--- src/rtl/instr_sequencer_pkg.sv ---
// Shared definitions for the instruction sequencer: FSM state codes,
// base opcode constants (also consumed by the decoder) and a legality helper.
package instr_sequencer_pkg;

    typedef logic [2:0] state_t;

    localparam state_t ST_FETCH  = 3'd0;
    localparam state_t ST_DECODE = 3'd1;
    localparam state_t ST_EXEC   = 3'd2;
    localparam state_t ST_MEM    = 3'd3;
    localparam state_t ST_WB     = 3'd4;
    localparam state_t ST_TRAP   = 3'd5;

    localparam logic [6:0] OP_R      = 7'b0110011;
    localparam logic [6:0] OP_I      = 7'b0010011;
    localparam logic [6:0] OP_LOAD   = 7'b0000011;
    localparam logic [6:0] OP_STORE  = 7'b0100011;
    localparam logic [6:0] OP_BRANCH = 7'b1100011;
    localparam logic [6:0] OP_LUI    = 7'b0110111;
    localparam logic [6:0] OP_JAL    = 7'b1101111;

    // True for every opcode the sequencer knows how to execute.
    function automatic logic is_legal_opcode(input logic [6:0] op);
        case (op)
            OP_R, OP_I, OP_LOAD, OP_STORE, OP_BRANCH, OP_LUI, OP_JAL: return 1'b1;
            default: return 1'b0;
        endcase
    endfunction

endpackage

--- src/rtl/instr_sequencer_bus_wait_timer.sv ---
// Bus wait timer shared by the fetch and data-memory handshakes.
// Counts cycles a request is outstanding without an ack; 'expired' flags the
// TIMEOUT-th such cycle so the FSM can trap on the following edge. An ack in
// that same cycle keeps wait_en low, so the ack wins over the timeout.
module bus_wait_timer #(
    parameter int TIMEOUT = 16
) (
    input  logic clk,
    input  logic reset,
    input  logic clear,
    input  logic wait_en,
    output logic expired
);

    localparam int CW = (TIMEOUT < 2) ? 1 : $clog2(TIMEOUT);

    logic [CW-1:0] count;

    // Wait counter: cleared whenever no handshake is pending, counts stalled cycles.
    always_ff @(posedge clk or posedge reset) begin
        if (reset) begin
            count <= '0;
        end else if (clear) begin
            count <= '0;
        end else if (wait_en) begin
            count <= count + CW'(1);
        end
    end

    assign expired = wait_en && (count == CW'(TIMEOUT - 1));

endmodule

--- src/rtl/instr_sequencer.sv ---
// Multi-cycle sequencer around the combinational instruction decoder.
// FETCH -> DECODE -> EXEC -> [MEM] -> [WB] -> FETCH, with a terminal TRAP.
// Handshakes: a request stays high, with address/we stable, until the cycle in
// which the matching ack is sampled high; acks seen while no request is
// outstanding are ignored. All handshake and write-enable outputs are
// registered from the next state, so they are clean from the clock edge.
module instr_sequencer
    import instr_sequencer_pkg::*;
#(
    parameter int          XLEN     = 32,
    parameter logic [XLEN-1:0] RESET_PC = '0,
    parameter int          TIMEOUT  = 16
) (
    input  logic            clk,
    input  logic            reset,
    output logic            imem_req,
    output logic [XLEN-1:0] imem_addr,
    input  logic            imem_ack,
    input  logic [31:0]     imem_rdata,
    output logic [31:0]     ir,
    input  logic            mem_to_reg,
    input  logic            sw,
    input  logic            branch_taken,
    input  logic            jump,
    input  logic [XLEN-1:0] target_pc,
    output logic            dmem_req,
    output logic            dmem_we,
    input  logic            dmem_ack,
    output logic            reg_we,
    output logic [XLEN-1:0] pc,
    output logic [31:0]     retired,
    output logic            trap,
    output logic [2:0]      dbg_state
);

    state_t          state;
    state_t          state_nxt;
    logic            fetch_done;
    logic            mem_done;
    logic            is_branch;
    logic            is_mem_op;
    logic            retire_now;
    logic            wait_en;
    logic            wait_clear;
    logic            wait_expired;
    logic [XLEN-1:0] pc_plus4;
    logic [XLEN-1:0] pc_nxt;

    assign imem_addr  = pc;
    assign dbg_state  = state;
    assign fetch_done = (state == ST_FETCH) && imem_req && imem_ack;
    assign mem_done   = (state == ST_MEM) && dmem_req && dmem_ack;
    assign is_branch  = (ir[6:0] == OP_BRANCH);
    assign is_mem_op  = mem_to_reg || sw;
    assign pc_plus4   = pc + XLEN'(4);

    assign wait_en    = ((state == ST_FETCH) && imem_req && !imem_ack) ||
                        ((state == ST_MEM)   && dmem_req && !dmem_ack);
    assign wait_clear = !wait_en;

    bus_wait_timer #(.TIMEOUT(TIMEOUT)) u_timer (
        .clk     (clk),
        .reset   (reset),
        .clear   (wait_clear),
        .wait_en (wait_en),
        .expired (wait_expired)
    );

    // Next-state selection for the sequencer FSM.
    always_comb begin
        state_nxt = state;
        case (state)
            ST_FETCH: begin
                if (fetch_done)        state_nxt = ST_DECODE;
                else if (wait_expired) state_nxt = ST_TRAP;
            end
            ST_DECODE: state_nxt = is_legal_opcode(ir[6:0]) ? ST_EXEC : ST_TRAP;
            ST_EXEC: begin
                if (is_mem_op)      state_nxt = ST_MEM;
                else if (is_branch) state_nxt = ST_FETCH;
                else                state_nxt = ST_WB;
            end
            ST_MEM: begin
                if (mem_done)          state_nxt = sw ? ST_FETCH : ST_WB;
                else if (wait_expired) state_nxt = ST_TRAP;
            end
            ST_WB:   state_nxt = ST_FETCH;
            ST_TRAP: state_nxt = ST_TRAP;
            default: state_nxt = ST_TRAP;
        endcase
    end

    // Retirement points and the PC value each one commits.
    always_comb begin
        retire_now = 1'b0;
        pc_nxt     = pc_plus4;
        case (state)
            ST_EXEC: begin
                retire_now = is_branch && !is_mem_op;
                pc_nxt     = (jump || branch_taken) ? target_pc : pc_plus4;
            end
            ST_MEM: begin
                retire_now = mem_done && sw;
                pc_nxt     = pc_plus4;
            end
            ST_WB: begin
                retire_now = 1'b1;
                pc_nxt     = (jump || (is_branch && branch_taken)) ? target_pc : pc_plus4;
            end
            default: begin
                retire_now = 1'b0;
                pc_nxt     = pc_plus4;
            end
        endcase
    end

    // State, architectural registers and registered handshake/enable outputs.
    always_ff @(posedge clk or posedge reset) begin
        if (reset) begin
            state    <= ST_FETCH;
            pc       <= RESET_PC;
            ir       <= '0;
            retired  <= '0;
            trap     <= 1'b0;
            imem_req <= 1'b0;
            dmem_req <= 1'b0;
            dmem_we  <= 1'b0;
            reg_we   <= 1'b0;
        end else begin
            state    <= state_nxt;
            imem_req <= (state_nxt == ST_FETCH);
            dmem_req <= (state_nxt == ST_MEM);
            dmem_we  <= (state_nxt == ST_MEM) && sw;
            reg_we   <= (state_nxt == ST_WB);
            trap     <= (state_nxt == ST_TRAP);
            if (fetch_done) begin
                ir <= imem_rdata;
            end
            if (retire_now) begin
                pc      <= pc_nxt;
                retired <= retired + 32'd1;
            end
        end
    end

endmodule

--- config.mk ---
export PLATFORM = sky130hd
export DESIGN_NAME = instr_sequencer
export DESIGN_NICKNAME = d
export VERILOG_FILES = /design/src/rtl/instr_sequencer_pkg.sv /design/src/rtl/instr_sequencer_bus_wait_timer.sv /design/src/rtl/instr_sequencer.sv
export SDC_FILE = /design/constraint.sdc
export NUM_CORES = 1
export LEC_CHECK = 0
export ABC_AREA = 1
export BUFFER_PORTS_ARGS = -buffer_cell sky130_fd_sc_hd__buf_2
export CORE_MARGIN = 5
export CORE_UTILIZATION = 56
export DETAILED_ROUTE_END_ITERATION = 10
export PLACE_DENSITY = 0.88
export SETUP_SLACK_MARGIN = 0.1
export SYNTH_ARGS = -nofsm -noshare
export SYNTH_HDL_FRONTEND = slang
export SYNTH_SLANG_ARGS = --single-unit
--- constraint.sdc ---
create_clock -name clk -period 6.51 [get_ports clk]
set_input_delay 0.3255 -clock clk [delete_from_list [all_inputs] [get_ports clk]]
set_output_delay 0.3255 -clock clk [all_outputs]
set_load 0.02 [all_outputs]
; ---- After elaboration in Yosys (flattened, before gate mapping)
; Index checks and enable logic that the tools add are counted.
[word_totals]
wordCells = 64
reg_bits = 108
[classes]
n_reduce_logical = 21
n_eq_ne = 15
add_sub_neg = 3
mux = 15
[op_table]
columns = cell, count
row1 = 32-bit 2-to-1 mux, 2
row2 = 32-bit case mux with 2 select lines, 1
row3 = 32-bit by 1-bit adder with 32-bit output (second input constant), 1
row4 = 32-bit by 3-bit adder with 32-bit output (second input constant), 1
row5 = 7-bit by 6-bit == test with 1-bit output (second input constant), 3
row6 = 3-bit 2-to-1 mux, 7
row7 = 3-bit case mux with 5 select lines, 1
row8 = 7-bit == test (second input constant), 2
row9 = 1-bit logical AND, 11
row10 = 3-bit by 2-bit == test with 1-bit output (second input constant), 3
row11 = 3-bit == test (second input constant), 3
row12 = 7-bit by 2-bit == test with 1-bit output (second input constant), 1
row13 = 7-bit by 5-bit == test with 1-bit output (second input constant), 1
row14 = 7-bit OR reduction, 1
row15 = 3-bit zero test, 2
row16 = 4-bit by 1-bit adder with 4-bit output (second input constant), 1
row17 = 4-bit == test (second input constant), 1
row18 = 1-bit logical OR, 4
row19 = 4-bit 2-to-1 mux, 1
row20 = 3-bit by 1-bit == test with 1-bit output (second input constant), 1
row21 = 1-bit zero test, 3
row22 = 1-bit case mux with 3 select lines, 1
row23 = 1-bit 2-to-1 mux, 2

; ---- Depth between registers and ports, before layout
; Gate-level depths: netlist (run 1).
[depth]
depth_word = 10
depth_mapped = 12
mapped_depth_nobuf = 12

; ---- Cells and area by module
; From an unflattened synthesis (run 1), not the netlist that was laid out.
[unflattened]
hier_cells = 869
hier_area_um2 = 6397.4
[by_module_without_submodules]
columns = module, area_each_um2, seq_area_each_um2, instances, cells_per_inst
row1 = instr_sequencer, 6195.9, 2602.5, 1, 843
row2 = bus_wait_timer, 201.4, 100.1, 1, 26

; ---- Least setup slack after synthesis (run 1)
; OpenSTA, ideal clock, no wires.
[synth_path]
path_kind = flip-flop to flip-flop
from = register retired[0]
to = register retired[14]
arrival_ns = 1.581
path_slack_ns = 4.807
required_ns = 6.388
setup_time_ns = 0.122
stages_incl_launch_ff = 8
cell_sequence = dfrtp_1 -> ha_1 -> inv_1 -> nor3_2 -> nand2_1 -> nor4_1 -> nand2_1 -> xor2_1
[synth_between]
elab_chain_len = 1
[synth_rtl]
columns = element, line_no
row1 = start: declaration, instr_sequencer.sv:31  ; output logic [31:0] retired,
row2 = start signal: assignment, instr_sequencer.sv:141  ; retired <= retired + 32'd1;
row3 = 32-bit by 1-bit adder with 32-bit output, instr_sequencer.sv:141
; No other way between the ends.
; A chain may end at the register's enable or synchronous reset.

; ---- Worst setup path in the final report (run 1)
[layout_path]
from = register state[2] (netlist: dbg_state[2])
to = register ir[4]
[layout_between]
elab_chain_len = 3
[layout_rtl]
columns = element, line_no
row1 = start: declaration, instr_sequencer.sv:36  ; state_t state;
row2 = start signal: assignment, instr_sequencer.sv:130  ; state <= state_nxt;
row3 = 3-bit zero test, instr_sequencer.sv:51  ; assign fetch_done = (state == ST_FETCH) && imem_req && imem_ack;
row4 = 1-bit logical AND (2 in a row), instr_sequencer.sv:51
row5 = end signal: assignment, instr_sequencer.sv:137  ; ir <= imem_rdata;
row6 = end: declaration, instr_sequencer.sv:20  ; output logic [31:0] ir,
; No other way between the ends.

==> flow_summary.json, run 1 <==
{
  "p_sw_mw": 0.364,
  "fillers": 971,
  "cp_max_fo": 36,
  "drt-total-wl_um": 16800,
  "avgSynthCellArea_um2": 7.26,
  "synth_cell_types": 36,
  "synthTopCellsByArea": "dfrtp_1 (42%), nand2_1 (18%), nor2_1 (5.2%)",
  "critical_path_arrival_ps": 3320,
  "cts_buffers": 9,
  "cts_htree_levels": 3,
  "root_buffer": "clkbuf_16",
  "worstPathCellList": "nor2_1 -> nand3_1 -> clkinv_1 -> o21ai_0",
  "rsz0062_at_grt": "no",
  "synth.top_cell.area_share": 0.424,
  "final_cells": 1190,
  "finalClockSkew_ps": 8.90,
  "grt_max_degree": 82,
  "cp.buffers_inverters": 1,
  "clock-sinks": 108,
  "reg2reg_from": "dbg_state[2]",
  "cpPeakStageDelay_ps": 1090,
  "rrSetupSlack_ps": 3430,
  "startpoint": "dbg_state[2]",
  "pin_count": 208,
  "cts_tree": "yes",
  "cp-end-kind": "flip-flop",
  "syn2layout_area_growth_pct": 17.7,
  "r2r_end": "ir[4]",
  "drt-initial-drc-count": 592,
  "cts_setup_buffers": 0,
  "grt_pass1_wl_um": 27100,
  "clock_latency_ps": 350,
  "antenna_left": 0,
  "cpLargestDelayFamily": "buffers and inverters",
  "worstSetupPathType": "reg -> reg",
  "dp_hpwl_um": 12300,
  "die_h_um": 117,
  "ys_seq_area_frac": 0.424,
  "yosysWarnings": 0,
  "period_needed_ps": 3080,
  "vdd_ir_drop_max_mv": 0.146,
  "gp_congestion": 0.917,
  "layout-drive-gt1-share": 0.244,
  "post_cts_resized": 0,
  "num_rows": 39,
  "maxCapViolations": 0,
  "cts_hold_buf": 0,
  "reg2regPathDepth": 4,
  "synth_nets": 952,
  "hold-worst-slack_ps": 30.3,
  "drc": 0,
  "overflow": 0,
  "pwr-share-clk": 0.399,
  "placedCellCount": 1174,
  "path_depth": 4,
  "ys_ff_latch": 108,
  "maxSlewViolCount": 0,
  "seq_power_share": 0.512,
  "period_share": 0.473,
  "status": "complete, no violations",
  "cts_buffer_depth": 2,
  "layout_common_cells": "nand2_1 (312), buf_2 (207), dfrtp_1 (108)",
  "grt_pass1_vias": 5944,
  "initial_utilization": 0.565,
  "worstMarginPinSlew_ps": 1130,
  "netSwitchingFraction": 0.266,
  "wire_per_inst_um": 14.1,
  "critPathLaunchType": "flip-flop",
  "grt_usage": 0.249,
  "clk_pin_slew_ps": 80,
  "cp-endpoint": "ir[4]",
  "setup_ws_ps": 3430,
  "finalSetupViolCount": 0,
  "portBuffers": 207,
  "pre_cts_ws_ps": 3380,
  "power_density_nw_per_um2": 183,
  "dr.pass1.iters": 5,
  "min_path_type": "in -> async",
  "die_w_um": 117,
  "cp.required_ps": 6750,
  "cellLeakagePower_nw": 4.04,
  "internal-power_mw": 1.00,
  "final_common_cell": "nand2_1",
  "diodes": 0,
  "layout.nets": 1117,
  "syn_area_um2": 6370,
  "synth_top_cell_by_area": "dfrtp_1",
  "syn_inst": 877,
  "antenna_found_initial": 0,
  "setup_tns_ps": 0,
  "relSlewSlack": 0.246,
  "finalHoldViolations": 0,
  "viasPerCell": 5.22,
  "core_um2": 11300,
  "cp_slowest_cell": "clkinv_1",
  "vias": 6207,
  "die-area_um2": 13600,
  "combPwrFrac": 0.089,
  "max_freq_ghz": 0.325
}
## layer usage
metal | part of all wire | global-route usage | vias to the layer above
met3 | 0.071 | 0.0435 | 42
met2 | 0.49 | 0.416 | 237
met1 | 0.41 | 0.313 | 2876
met4 | 0.031 | 0.121 | 0
li1 | - | - | 3052
met5 | 0 | 0 | -
## registers in the layout, summed over array words and instances, names as in the netlist, 3 cells and up
| register | cells |
|---|---|
| dbg_state | 3 |
| imem_addr | 32 |
| ir | 32 |
| retired | 32 |
| u_timer.count | 4 |
## how the worst min path moves through the flow
| stage | from | end | slack, ps | cells past startpoint |
|---|---|---|---|---|
| global placement | reset | ir[18] | 430 | 2 |
| CTS | reset | ir[22] | 50 | 2 |
| floorplan | u_timer.count[0] | u_timer.count[0] | 430 | 1 |
| global route | reset | ir[18] | 80 | 2 |
| finish | reset | ir[22] | 30 | 2 |
| detailed placement | reset | ir[18] | 430 | 2 |
## cells in the mapped netlist
cell      number
nor3_2         1
a211oi_1       1
o21ai_0       31
nand2_2        3
o21bai_1       1
nor2_4         1
buf_4         40
ha_1           3
nand2_1      312
xor2_1        25
nand3b_1       3
nand4_2        1
buf_6          4
nor3_1        19
inv_2          2
a21o_1         1
nand3_2        4
or2_2          2
and2_1         1
inv_1         79
xnor2_1       11
buf_2         11
nor2_2        13
nor4_1         1
and3_1         4
nand3_4        1
a22oi_1        3
dfrtp_1      108
a21oi_4        1
a21oi_1       41
nand4_1       12
nand3_1       42
nor2_1        88
clkinv_1       1
a21boi_0       3
o21ai_1        3
## cell families after synthesis
logic type	after synthesis	synth area share
adders and majority gates	3	0.00589
xor gates and xnor gates	36	0.0495
and+or+nand+nor	508	0.337
DFF	108	0.424
AOI/OAI and AO/OA	85	0.0721
buffers and inverters	137	0.111
## worst register-to-register path, delay by kind of cell (launching register included)
family	cells	cell delay, ps
DFF	1	490
AOI/OAI and AO/OA	1	440
and+or+nand+nor	2	940
buffers and inverters	1	1100
## through the flow
| stage | util | power (mW) | instance area (µm²) |
|---|---|---|---|
| after floorplan | - | 0.792 | 6370 |
| after global placement | 0.639 | 0.834 | 7200 |
| after global routing | 0.665 | 1.42 | 7490 |
| after detailed placement | 0.639 | 0.836 | 7200 |
| after CTS | 0.665 | 1.38 | 7490 |
| final | 0.665 | 1.37 | 7490 |
## cell type report
cell class              instances  area (µm²)  share of cell area
multi-input cells             632        2960               0.395
clock inverters                 6        53.8             0.00718
inverters                      82         310              0.0414
clock buffers                  10         239              0.0319
well taps                     143         179              0.0239
flip-flops and latches        108        2700               0.361
repair buffers                209        1050               0.140
## power by group through the flow
stage	Clock, mW	Sequential [mW]	Combinational (mW)
2_1_floorplan	0	0.723	0.0700
3_3_place_gp	0	0.713	0.122
3_5_place_dp	0	0.714	0.123
4_1_cts	0.554	0.700	0.124
5_1_grt	0.583	0.703	0.136
6_report	0.545	0.701	0.122
Power figures use the tool's default switching activity.
==> run 2, diff against run 1 <==
--- a/config.mk
+++ b/config.mk
@@ -8,9 +8,9 @@
 export ABC_AREA = 1
 export BUFFER_PORTS_ARGS = -buffer_cell sky130_fd_sc_hd__buf_2
 export CORE_MARGIN = 5
-export CORE_UTILIZATION = 56
+export CORE_UTILIZATION = 47
 export DETAILED_ROUTE_END_ITERATION = 10
-export PLACE_DENSITY = 0.88
+export PLACE_DENSITY = 0.79
 export SETUP_SLACK_MARGIN = 0.1
 export SYNTH_ARGS = -nofsm -noshare
 export SYNTH_HDL_FRONTEND = slang
==> constraint.sdc (replaced) <==
create_clock -name clk -period 2.75 [get_ports clk]
set_input_delay 0.1375 -clock clk [delete_from_list [all_inputs] [get_ports clk]]
set_output_delay 0.1375 -clock clk [all_outputs]
set_load 0.02 [all_outputs]
==> flow_summary.json, run 2 (synthesis gave the netlist of run 1 again) <==
{
  "die_w_um": 126,
  "pwr-share-clk": 0.407,
  "die_h_um": 126,
  "cts_htree_levels": 3,
  "critical_path_arrival_ps": 2310,
  "cts_setup_buffers": 0,
  "num_rows": 42,
  "netSwitchingFraction": 0.240,
  "clock_latency_ps": 350,
  "cts_buffers": 9,
  "gp_congestion": 0.893,
  "core_um2": 13200,
  "power_density_nw_per_um2": 423,
  "setup_tns_ps": 0,
  "worstMarginPinSlew_ps": 934,
  "grt_pass1_vias": 5868,
  "viasPerCell": 5.00,
  "internal-power_mw": 2.54,
  "critPathLaunchType": "flip-flop",
  "top_usage_layer": "met2",
  "hold-worst-slack_ps": 17.5,
  "period_share": 0.755,
  "grt_usage": 0.213,
  "cts_hold_buf": 32,
  "cp_max_fo": 40,
  "layout-drive-gt1-share": 0.236,
  "layout_common_cells": "nand2_1 (312), buf_2 (207), dfrtp_1 (108)",
  "status": "complete, no violations",
  "pin_count": 208,
  "maxSlewViolCount": 0,
  "pre_cts_ws_ps": 709,
  "fillers": 1217,
  "portBuffers": 207,
  "cts_tree": "yes",
  "worstSetupPathType": "reg -> reg",
  "grt_use_met3": 0.0509,
  "antenna_found_initial": 1,
  "use_met1": 0.273,
  "finalHoldViolations": 0,
  "p_total_mw": 3.34,
  "antenna_left": 0,
  "finalSetupViolCount": 0,
  "dr.pass1.iters": 5,
  "setup_ws_ps": 675,
  "final_common_cell": "nand2_1",
  "cp-end-kind": "flip-flop",
  "diodes": 0,
  "grt.met2_usage": 0.357,
  "drt-initial-drc-count": 494,
  "relSlewSlack": 0.374,
  "maxCapViolations": 0,
  "drc": 0,
  "grt_max_degree": 51,
  "vdd_ir_drop_max_mv": 0.334,
  "initial_utilization": 0.481,
  "cp.required_ps": 2990,
  "drt-total-wl_um": 17100,
  "rrSetupSlack_ps": 670,
  "rsz0062_at_grt": "no",
  "period_needed_ps": 2080,
  "dp_hpwl_um": 12400,
  "wire_per_inst_um": 13.6,
  "clk_pin_slew_ps": 70,
  "root_buffer": "clkbuf_16",
  "syn2layout_area_growth_pct": 24.3,
  "grt_pass1_wl_um": 28200,
  "finalClockSkew_ps": 9.14,
  "p_sw_mw": 0.801,
  "cellLeakagePower_nw": 4.20,
  "die-area_um2": 16000,
  "max_freq_ghz": 0.482,
  "seq_power_share": 0.495,
  "min_path_type": "in -> reg",
  "overflow": 0,
  "combPwrFrac": 0.098,
  "utilization": 0.598,
  "vias": 6285,
  "clock-sinks": 108,
  "cts_buffer_depth": 2,
  "post_cts_resized": 0,
  "layout.nets": 1152
}
[run 2: cell types whose count changed in the layout (fill, tap and decap cells not counted)]
cell           change
clkinv_4           -1
inv_8              -1
inv_6              -2
buf_12             +2
bufinv_16          +2
clkbuf_1           +1
clkbuf_8           -1
clkinv_2           +1
buf_4              +1
inv_4              -1
dlygate4sd3_1     +32
[run 2: final timing paths]
| path | startpoint | endpoint | cells after the start |
|---|---|---|---|
| setup / recovery | ir[3] | imem_addr[8] | 10 |
| hold / removal | imem_rdata[4] | ir[4] | 3 |
| setup reg to reg | ir[3] | imem_addr[8] | 10 |
| hold reg to reg | u_timer.count[0] | u_timer.count[0] | 1 |
| max in group asynchronous | reset | ir[21] | 4 |
| min in group asynchronous | reset | ir[9] | 3 |
[run 2: metal layers]
| metal | wire length (µm) | part of all wire |
|---|---|---|
| met1 | 7150 | 0.42 |
| met2 | 8080 | 0.47 |
| met3 | 1570 | 0.092 |
| met4 | 265 | 0.016 |
| met5 | 13 | 0.00076 |
[run 2: final cells by class]
class | instances | area (µm²) | share of cell area
clock buffer | 10 | 229 | 0.0289
clock inverter | 4 | 73.8 | 0.00933
inverter | 82 | 312 | 0.0394
multi-input combinational | 632 | 2960 | 0.374
sequential | 108 | 2700 | 0.342
tap | 176 | 220 | 0.0278
timing repair buffer | 244 | 1420 | 0.179
[run 2: stage by stage]
stage / cell area (µm²) / std cells
global placement: 7290 / 1210
detailed placement: 7290 / 1210
global route: 7910 / 1256
CTS: 7910 / 1256
finish: 7910 / 1256
floorplan: 6370 / 877
[run 2: power groups by stage]
stage | logic [mW] | clock network [mW] | registers (mW)
CTS | 0.329 | 1.39 | 1.65
finish | 0.327 | 1.36 | 1.66
global placement | 0.290 | 0 | 1.68
detailed placement | 0.294 | 0 | 1.69
floorplan | 0.166 | 0 | 1.71
global route | 0.360 | 1.45 | 1.66
[run 2: worst max-delay path, stage by stage (launching register included)]
cell and delay (ps):
dfrtp_1 370, inv_1 110, nand2_1 70, nor2_1 180, nand2_1 110, nand2_1 130, nand2_1 80, nand2_2 540
o21ai_0 200, nand2_1 90, o21ai_1 60
